<file path="src/rtl/spell_mem_dff.sv">
// -----------------------------------------------------------------------------
// spell_mem_dff
// Flip-flop based code and data memory for the spell CPU core. The two byte
// arrays are independent. Each rising edge with select high performs one
// access, so results are ready after a single cycle. IO and EEPROM spaces are
// not backed here. Reads of those spaces return 0 and writes to them are
// dropped. The same applies to addresses beyond the end of an array.
//
// Ports
//   i_clock        system clock, rising edge
//   i_reset_n      asynchronous active-low reset
//   i_select       request valid; each edge with select high is one access
//   i_addr[7:0]    byte address
//   i_data_in[7:0] write data
//   i_memory_type  0=Data 1=Code 2=IO 3=EEPROM
//   i_write        1=write, 0=read
//   o_data_out     registered read data (held when no read occurs)
//   o_data_ready   registered; mirrors select from the previous edge
// -----------------------------------------------------------------------------
module spell_mem_dff #(
  parameter int CODE_WORDS = 64,
  parameter int DATA_WORDS = 64
) (
  input  logic       i_clock,
  input  logic       i_reset_n,
  input  logic       i_select,
  input  logic [7:0] i_addr,
  input  logic [7:0] i_data_in,
  input  logic [1:0] i_memory_type,
  input  logic       i_write,
  output logic [7:0] o_data_out,
  output logic       o_data_ready
);

  localparam int CAW = (CODE_WORDS > 1) ? $clog2(CODE_WORDS) : 1;
  localparam int DAW = (DATA_WORDS > 1) ? $clog2(DATA_WORDS) : 1;

  localparam logic [1:0] MT_DATA = 2'd0;
  localparam logic [1:0] MT_CODE = 2'd1;

  logic [7:0] r_code_mem [CODE_WORDS];
  logic [7:0] r_data_mem [DATA_WORDS];
  logic [7:0] r_data_out;
  logic       r_data_ready;

  logic           w_code_hit;
  logic           w_data_hit;
  logic [CAW-1:0] w_code_idx;
  logic [DAW-1:0] w_data_idx;
  logic [7:0]     w_rd_data;

  // The full 8-bit address is range-checked before the truncated index is
  // used. This stops out-of-range addresses from aliasing onto low bytes.
  assign w_code_hit = (i_memory_type == MT_CODE) && (32'(i_addr) < CODE_WORDS);
  assign w_data_hit = (i_memory_type == MT_DATA) && (32'(i_addr) < DATA_WORDS);
  assign w_code_idx = i_addr[CAW-1:0];
  assign w_data_idx = i_addr[DAW-1:0];

  always_comb begin
    w_rd_data = 8'h00;
    if (w_code_hit)      w_rd_data = r_code_mem[w_code_idx];
    else if (w_data_hit) w_rd_data = r_data_mem[w_data_idx];
  end

  always_ff @(posedge i_clock or negedge i_reset_n) begin
    if (!i_reset_n) begin
      for (int i = 0; i < CODE_WORDS; i++) r_code_mem[i] <= 8'h00;
      for (int i = 0; i < DATA_WORDS; i++) r_data_mem[i] <= 8'h00;
      r_data_out   <= 8'h00;
      r_data_ready <= 1'b0;
    end else begin
      r_data_ready <= i_select;
      if (i_select) begin
        if (i_write) begin
          if (w_code_hit) r_code_mem[w_code_idx] <= i_data_in;
          if (w_data_hit) r_data_mem[w_data_idx] <= i_data_in;
        end else begin
          r_data_out <= w_rd_data;
        end
      end
    end
  end

  assign o_data_out   = r_data_out;
  assign o_data_ready = r_data_ready;

endmodule

</file>
<file path="config.mk">
export PLATFORM = sky130hd
export DESIGN_NAME = spell_mem_dff
export DESIGN_NICKNAME = d
export VERILOG_FILES = /design/src/rtl/spell_mem_dff.sv
export SDC_FILE = /design/constraint.sdc
export NUM_CORES = 1
export LEC_CHECK = 0
export ABC_AREA = 0
export CAP_MARGIN = 0
export CORE_MARGIN = 1
export CORE_UTILIZATION = 60
export CTS_BUF_LIST = sky130_fd_sc_hd__clkbuf_16
export DETAILED_ROUTE_END_ITERATION = 12
export DONT_BUFFER_PORTS = 1
export PLACE_DENSITY = 0.82
export SLEW_MARGIN = 15
export SYNTH_ARGS = -nofsm -noshare
export SYNTH_HDL_FRONTEND = slang
export SYNTH_SLANG_ARGS = --single-unit
</file>
<file path="constraint.sdc">
create_clock -name i_clock -period 2.57 [get_ports i_clock]
set_clock_uncertainty 0.15 [all_clocks]
set_input_delay 0.6425 -clock i_clock [delete_from_list [all_inputs] [get_ports i_clock]]
set_output_delay 0.6425 -clock i_clock [all_outputs]
set_load 0.05 [all_outputs]
</file>
Word-level counts from Yosys, hierarchy flattened:

Cells that the tools add are included.

* order comparisons: 3
* eq/ne operators: 1
* multiplexer cells: 12
* bitwise logic cells: 2
* reduce and logical (&&, ||, !) cells: 7

Operators with widths (count)
* $bwmux W512: 2
* $bmux W8 S6: 2
* $mux W8: 7
* $demux W8 S6: 1
* $lt A8 B7 Y1 const B: 1
* $ge A7 B7 Y1 const B: 1
* $lt A7 B1 Y1 const B: 1
* $not A6 Y7: 1
* $reduce_and A3 Y1: 2
* $logic_and A1 B1 Y1: 3
* $eq A2 B1 Y1 const B: 1
* $logic_not A2 Y1: 1
* $reduce_and A2 Y1: 1
* $not A1 Y1: 1

* bits in registers: 1033
* input port bits: 22
* output and inout bits: 9
* word-level logic and storage cells: 155

Longest topological paths before layout:

Gate-level depths: netlist (run 1).

* depth in word-level cells: 6
* mapped depth: 12
* gate-level depth less buffers: 7

Worst setup path before layout (run 1):

Ideal clock, no wire load.

* path type: input -> register
* start point: in i_addr[1]
* end point: reg r_data_out[6], in the netlist o_data_out[6]
* setup time: 0.135 ns
* arrival time: 2.523 ns
* data required time: 2.285 ns
* setup slack: -0.238 ns
* stages on the path: 10
* path through: buf_6 buf_6 buf_6 buf_2 mux2_2 a221o_1 a222oi_1 o22ai_1 nor4_1 o22ai_1

* cells in the longest elaborated chain, start to end: 6
* elaborated cells between the ends (all ways): 12

Ends and longest elaborated chain
* start, declared: RTL line 27 `input logic [7:0] i_addr,`
* $not A6 Y7 (not written as such): RTL line 61, 62
* $bmux W8 S6: RTL line 62 `else if (w_data_hit) w_rd_data = r_data_mem[w_data_idx];`
* $mux W8 (not written as such) (2 in series): RTL line 62
* $mux W8: RTL line 62
* $mux W8 (*): RTL line 61 `if (w_code_hit) w_rd_data = r_code_mem[w_code_idx];`
* end signal, assigned: RTL line 78 `r_data_out <= w_rd_data;`
* end, declared: RTL line 43 `logic [7:0] r_data_out;`

Mark *: on every way between the ends. The rest lies on a longest branch, timed or not. The select of a mux whose other input is x is not followed.
A chain may end at the register's enable or synchronous reset.

Final worst setup path (run 1):

* start point: in i_addr[2]
* end point: reg r_data_out[5], in the netlist o_data_out[5]

The elaborated chain is that of the path after synthesis.

==> results summary, run 1 <==
The count of endpoints failing hold in the final timing report was 280. The total routing resource utilization after global routing came out at between 30% and 40%. The signal on the critical path passes through nor2b_1 -> buf_4 -> a221o_1 -> a222oi_1 -> buf_4 -> o22ai_4 -> o31ai_4 -> o211ai_1.

The core region is about 76000 sq um. TritonCTS built the clock tree. The maximum clock frequency came out at 0.368 GHz.

The total of buffers placed on input and output ports is 0. The share of synthesized flip-flops with an asynchronous set or reset came out at 100%. The last weighted congestion value of the routability-driven placer came out at around 0.98. The largest single stage delay on the critical path is about 0.63 ns.

Once detail routing completed, the nets flagged for antenna violations numbered 0. The highest net fanout along the worst path came out at 211. The number of enable flip-flop cells after synthesis came out at 0. After filler insertion, the fill cell instance count of the layout stands at roughly 4900. Ranked by total cell area, the synthesized netlist is headed by dfrtp_1, mux2_2, mux2i_1. Max-cap violations in this run came to 0. Before antenna repair, the detailed router went through 8 iterations. After detailed routing, the total wire length is 146 mm.

For this block, the initial DRC count from the detailed router was 3816. The flow ran to the end, but the final reports show violations. The largest voltage drop on the vdd net came out at between 0.5 and 0.6 mV.

CTS built an H-tree with a depth of 3. The via count is about 32000. The post-synthesis to final-layout area growth is 17.1%.

The distinct cell type count after synthesis is a little over 60. The dominant synthesized flop cell is dfrtp_1. The via count of the first global-routing pass came out at approximately 34000. Setup repair after global routing could not meet its margin everywhere. For this design the static power due to leakage is 26.6 nW. The number of nets in the synthesized netlist is 3407. The final-layout worst hold slack came out at -0.479 ns. The beginning of the critical path is i_addr[2]. The number of top-level pins came out at 31. For this configuration, the core starts out at a cell density of about three fifths.

The total count of max-transition violations in the final report is between 150 and 200. The number of nets in the layout came out at between 3000 and 4000. The worst setup path is of the in -> reg kind.

Yosys instantiated no cell more often than mux2_2. The sequential-to-total area share from yosys stat came out at 55.3%. The critical path contains buffers and inverters numbering 2 combined. The share of synthesized area in the top cell type comes to between 50 and 60%. The count of warnings emitted by yosys is 0. The signal arrival time at the worst endpoint came out at approximately 3.1 ns. The final critical-path setup slack came out at -0.144 ns. In the routed design, unresolved DRC markers number 0.

The count of state elements after synthesis came out at roughly 1000. The half-perimeter wire length of the detailed placement result came out at about 87 mm. The root buffer cell is clkbuf_16.

The slowest stage of the critical path is the a222oi_1 cell. By instance count, the cell type seen most on the critical path is buf_4. The overall die area is approximately 80000 sq um.

The checks that failed: negative hold slack, max-slew violations, negative setup slack. The tightest min-delay check is of the in -> async type. Counting every instance in the synthesized netlist gives approximately 3400. The number of buffers created by CTS came out at between 100 and 150.

Among cell families on the critical path, the largest total delay comes from compound AO/OA/AOI/OAI gates. The relative slew slack came out at -7.13%. The element type at the critical path start is a primary input. The post-route netlist has a little under half of its cells at a drive strength greater than 1. dfrtp_1 takes more of the synthesized area than any other cell. The ratio of routed vias to standard cells is slightly below 7. The number of antenna violations at the first check in global routing is 5. The maximum count of clock buffers along a single path is 3. By count the netlist is led by mux2_2, dfrtp_1, clkbuf_1, nand2_1, mux2i_1. Summed over all layers, the global routing overflow is 0. For the worst setup path, the data required time is between 2 and 3 ns. The count of final setup violators is 2. The clock net in this run drives a total of just over 1000 sinks.

The clock transition at the registers of the reported paths is roughly 0.060 ns. The total number of placement rows came out at 101. The die extent in y came out at roughly 280 um. The netlist area before placement is 46700 sq um. Entering global routing, the biggest net connects slightly above 1000 pins.

At the pin with the least slew margin, the transition time is 1.61 ns. Averaged over all synthesized cells, the footprint is roughly 14 sq um. The startpoint identified for the worst register-to-register timing path is r_code_mem[45]. The global-route wire length before repair came out at between 200 and 250 mm. The average wire per standard cell is between 30 and 40 um. The post-place setup slack is -0.709 ns.

In this run the horizontal extent of the chip is between 200 and 300 um. The power density over the cells is just over 600 nW/um^2. Dividing the final minimum period by the clock period gives 106%. The source-to-sink clock delay at the later pin of the worst-skew pair is 0.68 ns.

The final critical-path required period came out at 2.71 ns. Measured on the finished design, the core utilization comes to 71.6%. STA classifies the critical path endpoint as a register.
cells by family after synthesis:
kind of cell           Yosys count  synth area share (%)
multiplexers                  1255                  31.0
AO/OA/AOI/OAI                  502                  7.94
flip-flops                    1033                  55.3
AND/OR/NAND/NOR                328                  3.23
buffers and inverters          267                  2.50
state kept, by name, indices dropped and copies added, names as in the netlist:
name and flops:
o_data_ready 1, o_data_out 8, r_data_mem 512, r_code_mem 512
repair_timing:
item                                    4_1_cts  5_1_grt
endpoints found under the setup margin        4        5
hold buffers                                 21        2
pin swaps                                     3        4
setup buffers                                 0        1
resized for setup                             3        7
endpoints found under the hold margin      1280      168
worst register-to-register path, stage by stage, from the launching register on:
cell      delay [ns]
dfrtp_1         0.40
mux2_4          0.28
a221o_1         0.30
a222oi_1        0.63
buf_4           0.25
o22ai_4         0.08
o31ai_4         0.32
o211ai_1        0.14
layout by cell type, fill, tap and decap left out, types with 21 or more instances in the layout:
cell type / Yosys / routed
a221o_1: 30 / 30
buf_12: 0 / 91
a21oi_1: 77 / 77
a31oi_1: 33 / 33
dfrtp_1: 1033 / 1033
o21ai_0: 43 / 43
clkinv_1: 0 / 28
nand2_1: 137 / 126
mux4_2: 45 / 45
mux2i_1: 111 / 111
a22oi_1: 102 / 102
a222oi_1: 23 / 23
mux2_2: 1093 / 1091
inv_1: 2 / 22
clkbuf_16: 0 / 105
nor2_2: 40 / 46
a22o_1: 29 / 29
o22ai_1: 32 / 31
a221oi_1: 58 / 56
nor2_1: 79 / 52
nor2_4: 0 / 21
buf_4: 16 / 272
through the flow:
stage	total power, W	setup TNS, ns	instances	area [sq um]
after global placement	0.0178	-40.58	4506	50800
after CTS	0.0330	-0.0629	4714	54500
after floorplan	0.0176	-29.97	3385	47100
final	0.0334	-0.155	4725	54700
after detailed placement	0.0179	-105.25	4506	50800
after global routing	0.0341	-0.156	4722	54700
path summary, 6_finish.rpt:
check | to | slack (ns) | depth (start not counted)
max reg2reg | o_data_out[5] | -0.07 | 7
min in group i_clock | r_data_mem[96] | 0.01 | 1
max | o_data_out[5] | -0.14 | 8
min | r_data_mem[162] | -0.48 | 0
min reg2reg | r_code_mem[244] | 0.34 | 1
max in group asynchronous | r_code_mem[195] | 0.30 | 2
report_power, final:
group	internal, W	total, W	switching [W]
clock network	0.00886	0.0153	0.00640
registers	0.0164	0.0165	0.0000853
logic	0.000592	0.00161	0.00102
total	0.0258	0.0334	0.00751
layer usage:
layer	up-vias	wire, um	part of all wire, %	track usage [%]
met5	-	37	0.025	0
met4	6	8890	6.1	20.0
met3	489	12900	8.9	8.40
li1	13103	-	-	-
met1	17080	56700	39	49.1
met2	1779	67500	46	58.0
cell type report:
cell class / count / area, sq um / area share (%)
Sequential cell: 1033 / 25800 / 47.2
Multi-Input combinational cell: 2085 / 20000 / 36.6
Timing Repair Buffer: 383 / 4150 / 7.59
Clock buffer: 105 / 2630 / 4.80
Tap cell: 1030 / 1290 / 2.35
Clock inverter: 82 / 748 / 1.37
Inverter: 4 / 15.0 / 0.0274
Antenna cell: 3 / 7.51 / 0.0137
(Power assumes the default switching activity.)
==> inputs of run 2 (changes only) <==
--- a/config.mk
+++ b/config.mk
@@ -6,7 +6,7 @@
 export NUM_CORES = 1
 export LEC_CHECK = 0
 export ABC_AREA = 0
-export CAP_MARGIN = 0
+export CAP_MARGIN = 25
 export CORE_MARGIN = 1
 export CORE_UTILIZATION = 60
 export CTS_BUF_LIST = sky130_fd_sc_hd__clkbuf_16
==> results of run 2 <==
No change in the layout: final DEF, timing and power equal those of run 1.
